==> config.mk <==
export PLATFORM = sky130hd
export DESIGN_NAME = rv32v_memory_arbitor
export DESIGN_NICKNAME = d
export VERILOG_FILES = /design/src/rtl/rv32v_memory_arbitor.sv
export SDC_FILE = /design/constraint.sdc
export NUM_CORES = 1
export LEC_CHECK = 0
export CAP_MARGIN = 5
export CORE_AREA = 2 2 127 129
export CTS_CLUSTER_DIAMETER = 150
export CTS_CLUSTER_SIZE = 25
export DETAILED_ROUTE_END_ITERATION = 6
export DIE_AREA = 0 0 129 131
export PLACE_DENSITY = 0.78
export SYNTH_ARGS = -nofsm -noshare
export SYNTH_HDL_FRONTEND = slang
export SYNTH_SLANG_ARGS = --single-unit
==> constraint.sdc <==
create_clock -name CLK -period 7.14 [get_ports CLK]
set_clock_uncertainty 0.15 [all_clocks]
set_input_delay 1.785 -clock CLK [delete_from_list [all_inputs] [get_ports CLK]]
set_output_delay 1.785 -clock CLK [all_outputs]
set_load 0.1 [all_outputs]
==> src/rtl/rv32v_memory_arbitor.sv <==
// rv32v_memory_arbitor: shares one memory port between the scalar and vector cores, oldest CB entry first.
// Latency: grant taken on the edge after a request is seen in IDLE; each transaction occupies >= 2 cycles.
// Backpressure: m_busy holds the locked grant; requesters see *_busy until their completion cycle. Optional perf counters under RV32V_ARB_PERF_EN.
module rv32v_memory_arbitor #(
    parameter int NUM_CB_ENTRY = 16,
    localparam int CBW = $clog2(NUM_CB_ENTRY)
) (
    input  logic            CLK,
    input  logic            RST,
    input  logic [CBW-1:0]  cb_tail_index,
    input  logic [CBW-1:0]  scalar_cb_index,
    input  logic [CBW-1:0]  vector_cb_index,
    input  logic            s_ena,
    input  logic            s_ren,
    input  logic            s_wen,
    input  logic [31:0]     s_addr,
    input  logic [31:0]     s_wdata,
    input  logic [3:0]      s_byte_en,
    output logic            s_busy,
    output logic [31:0]     s_rdata,
    input  logic            v_ena,
    input  logic            v_ren,
    input  logic            v_wen,
    input  logic [31:0]     v_addr,
    input  logic [31:0]     v_wdata,
    input  logic [3:0]      v_byte_en,
    output logic            v_busy,
    output logic [31:0]     v_rdata,
`ifdef RV32V_ARB_PERF_EN
    output logic [31:0]     s_grant_cnt,
    output logic [31:0]     v_grant_cnt,
    output logic [31:0]     conflict_cnt,
`endif
    output logic            m_ren,
    output logic            m_wen,
    output logic [31:0]     m_addr,
    output logic [31:0]     m_wdata,
    output logic [3:0]      m_byte_en,
    input  logic            m_busy,
    input  logic [31:0]     m_rdata
);

    typedef enum logic [1:0] {
        IDLE  = 2'd0,
        S_GNT = 2'd1,
        V_GNT = 2'd2
    } state_t;

    typedef struct packed {
        logic        ren;
        logic        wen;
        logic [31:0] addr;
        logic [31:0] wdata;
        logic [3:0]  byte_en;
    } mem_req_t;

    state_t   state;
    state_t   next_state;
    mem_req_t hold;
    mem_req_t s_pkt;
    mem_req_t v_pkt;
    mem_req_t win_pkt;

    logic           s_req;
    logic           v_req;
    logic [CBW-1:0] s_age;
    logic [CBW-1:0] v_age;
    logic           grant_take;

    assign s_req = s_ena & (s_ren | s_wen);
    assign v_req = v_ena & (v_ren | v_wen);

    // Distance from the commit tail; modular subtraction handles CB wrap-around.
    assign s_age = scalar_cb_index - cb_tail_index;
    assign v_age = vector_cb_index - cb_tail_index;

    assign s_pkt = '{ren: s_ren, wen: s_wen, addr: s_addr, wdata: s_wdata, byte_en: s_byte_en};
    assign v_pkt = '{ren: v_ren, wen: v_wen, addr: v_addr, wdata: v_wdata, byte_en: v_byte_en};

    // Next-state: arbitrate only from IDLE (ties go to scalar); a grant ends on the first non-busy cycle.
    always_comb begin
        next_state = state;
        unique case (state)
            IDLE: begin
                if (s_req && v_req) begin
                    next_state = (s_age <= v_age) ? S_GNT : V_GNT;
                end else if (s_req) begin
                    next_state = S_GNT;
                end else if (v_req) begin
                    next_state = V_GNT;
                end
            end
            S_GNT, V_GNT: begin
                if (!m_busy) begin
                    next_state = IDLE;
                end
            end
            default: next_state = IDLE;
        endcase
    end

    assign grant_take = (state == IDLE) && (next_state != IDLE);
    assign win_pkt    = (next_state == V_GNT) ? v_pkt : s_pkt;

    // State register plus the holding copy of the winner's request, captured once so the grant is locked.
    always_ff @(posedge CLK) begin
        if (RST) begin
            state <= IDLE;
            hold  <= '0;
        end else begin
            state <= next_state;
            if (grant_take) begin
                hold <= win_pkt;
            end
        end
    end

    // Memory port strobes only while granted; address/data/byte-enables keep their last value in IDLE.
    assign m_ren     = (state != IDLE) & hold.ren;
    assign m_wen     = (state != IDLE) & hold.wen;
    assign m_addr    = hold.addr;
    assign m_wdata   = hold.wdata;
    assign m_byte_en = hold.byte_en;

    assign s_busy  = s_req & ~((state == S_GNT) & ~m_busy);
    assign v_busy  = v_req & ~((state == V_GNT) & ~m_busy);
    assign s_rdata = m_rdata;
    assign v_rdata = m_rdata;

`ifdef RV32V_ARB_PERF_EN
    // Grant and contention counters; free-running, wrap naturally at 2^32.
    always_ff @(posedge CLK) begin
        if (RST) begin
            s_grant_cnt  <= '0;
            v_grant_cnt  <= '0;
            conflict_cnt <= '0;
        end else begin
            if (grant_take && (next_state == S_GNT)) begin
                s_grant_cnt <= s_grant_cnt + 32'd1;
            end
            if (grant_take && (next_state == V_GNT)) begin
                v_grant_cnt <= v_grant_cnt + 32'd1;
            end
            if ((state == IDLE) && s_req && v_req) begin
                conflict_cnt <= conflict_cnt + 32'd1;
            end
        end
    end
`endif

endmodule

==> flow_metrics.tcl <==
set metrics [dict create \
    max_slew.worst_pin.slew_ns 1.10 \
    clock_latency_ns 0.33 \
    postCtsResizedCells 0 \
    dominantRegCellSynth "dfxtp_1" \
    htree_num_levels 3 \
    grt_setup_unrepaired "no" \
    path_max_fanout 4 \
    final_cell_area_um2 7260 \
    worst_setup_hold_path_clk_slew_ns 0.06 \
    yosysSeqAreaShare_pct 25.2 \
    fin_crit_sh_pct 80.8 \
    clock_path_buffers 2 \
    area_growth_pct 26.9 \
    ir_drop_uv 193 \
    ff2ff_setup_slack_ns 4.03 \
    grt_overflow_total 0 \
    criticalPathCategory "input pin to output port" \
    initial_core_util_pct 36.7 \
    portBuffers 228 \
    crit_end "s_busy" \
    layout_common_cells "227 x clkdlybuf4s50_1, 72 x nor2_1, 72 x nand3_1, 72 x dfxtp_1, 70 x o21ai_2" \
    leakage_nw 2.49 \
    regToRegStartpoint "state[1]" \
    syn_area_per_cell_um2 9.41 \
    power.density_nw_per_um2 420 \
    cts_root_buffer "clkbuf_16" \
    start_kind "input pin" \
    coreArea_um2 15600 \
    finalSetupViolCount 0 \
    die_w_um 129 \
    ys_ff_latch 72 \
    synth_warnings 0 \
    yosysTopAreaCell "dfxtp_1" \
    hold_viol 0 \
    post-dp-hpwl_um 10300 \
    drc_errors 0 \
    p_total_w 0.00305 \
    ys_top_cells_by_area "dfxtp_1 25%, a311oi_2 18%, buf_4 17%, o21ai_2 11%, nand3_1 6.3%" \
    final_common_cell "clkdlybuf4s50_1" \
    layout.cells.non_filler 890 \
    ioPinCount 325 \
    critPathCaptureType "output port" \
    grt_max_degree 141 \
    synth-edff-count 0 \
    placed_area_um2 6970 \
    viasPerCell 5.06 \
    grt_usage_pct 17.1 \
    hold_path_class "register to register" \
    synthArstFlopShare_pct 0 \
    critPathLaunch "s_ren" \
    routedWlPerCell_um 16.6 \
    placed_cells 875 \
    status "completed" \
    drt_iter0_markers 209 \
    finalSetupTns_ns 0 \
    die_area_um2 16900 \
    arrival_ns 3.84 \
    reg2reg_to "m_addr[27]" \
    grt_antenna_before_repair 0 \
    drive_above_1_share_pct 25.5 \
    place.gp.congestion 0.778 \
    firstDrtPassIters 4 \
    diodes 0 \
    max_freq_mhz 173 \
    synthCells 608 \
    cts_hold_buf 0 \
    grt_pass1_wl_um 22800 \
    grt_pass1_vias 4376 \
    synth_area_um2 5720 \
    cap_viol_max_count 0 \
    wl_um 14800 \
    nNetsFinal 874 \
    synth_top_area_share_pct 25.2 \
    core.rowCount 46 \
    cts.sinks 72 \
    synth_nets 812 \
    cts_tree "done" \
    numCtsBuffers 9 \
    fin_crit_ns 5.77 \
    drtAntennaViolNets 0 \
    vias 4506 \
    die_h_um 131 \
    ys_types 43 \
    cp.required_ns 5.20 \
    rr_worst_depth 8 \
    slew_viol_final 0 \
    post_cts_buffers 0 \
    max_slew_margin_pct 26.7 \
]
-- area by class of cell --
type / count / area [um2]
well taps: 216 / 270
multi-input cells: 341 / 2850
flip-flops and latches: 72 / 1440
inverters: 10 / 37.5
clock inverters: 6 / 61.3
fillers: 1498 / 8340
repair buffers: 236 / 2380
clock buffers: 9 / 225
-- layer usage --
layer | global-route usage, % | wire (um)
met1 | 20.4 | 6170
met4 | 8.12 | 479
met5 | 0 | 0
met2 | 29.4 | 7180
met3 | 3.99 | 933
-- cell families after synthesis --
| logic type | Yosys count | synth area share [%] |
|---|---|---|
| buffers and inverters | 195 | 25.5 |
| xor gates and xnor gates | 7 | 1.07 |
| DFF | 72 | 25.2 |
| and+or+nand+nor | 158 | 12.6 |
| adders and majority gates | 15 | 3.54 |
| AOI/OAI and AO/OA | 161 | 32.1 |
-- synthesized netlist by cell type (2+ instances only) --
| library cell | n |
|---|---|
| buf_4 | 133 |
| nor2_1 | 73 |
| dfxtp_1 | 72 |
| nand3_1 | 72 |
| o21ai_2 | 70 |
| a311oi_2 | 69 |
| clkbuf_1 | 17 |
| buf_2 | 16 |
| ha_1 | 13 |
| inv_1 | 10 |
| buf_12 | 7 |
| buf_6 | 7 |
| a21oi_1 | 4 |
| o21ai_0 | 4 |
| xnor2_1 | 4 |
| a21o_1 | 3 |
| xor2_1 | 3 |
| dlygate4sd1_1 | 2 |
| fa_1 | 2 |
| nand2_1 | 2 |
| nor2b_1 | 2 |
| nor3_1 | 2 |
-- per-stage QoR --
stage	hold slack, ns	utilization [%]	setup WS [ns]
after floorplan	0.327	-	1.80
after detailed placement	0.348	44.7	1.38
final	0.368	46.5	1.37
after CTS	0.358	46.5	1.37
after global routing	0.395	46.5	1.28
after global placement	0.351	44.7	1.42
-- worst min-delay path by stage --
stage | startpoint | to | slack, ns | cells past startpoint
after global placement | m_wdata[7] | m_wdata[7] | 0.35 | 2
after floorplan | m_wdata[7] | m_wdata[7] | 0.33 | 2
after CTS | m_wdata[7] | m_wdata[7] | 0.36 | 2
after detailed placement | m_wdata[7] | m_wdata[7] | 0.35 | 2
after global routing | m_addr[10] | m_addr[10] | 0.40 | 2
final | m_wdata[7] | m_wdata[7] | 0.37 | 2
-- power breakdown --
part	total [W]	internal (W)	switching (W)
Clock	0.000446	0.000267	0.000179
Sequential	0.000593	0.000528	0.0000650
Combinational	0.00201	0.000561	0.00145
-- registers in the layout, summed over array words and instances, names as in the netlist --
register / cells
m_byte_en: 4
m_wdata: 32
hold: 2
m_addr: 32
state: 2
-- critical path: stages --
cell,delay [ns]
clkdlybuf4s50_1,0.53
o21ai_0,0.21
a21oi_1,0.16
clkdlybuf4s50_1,1.14
Power figures use the tool's default switching activity.
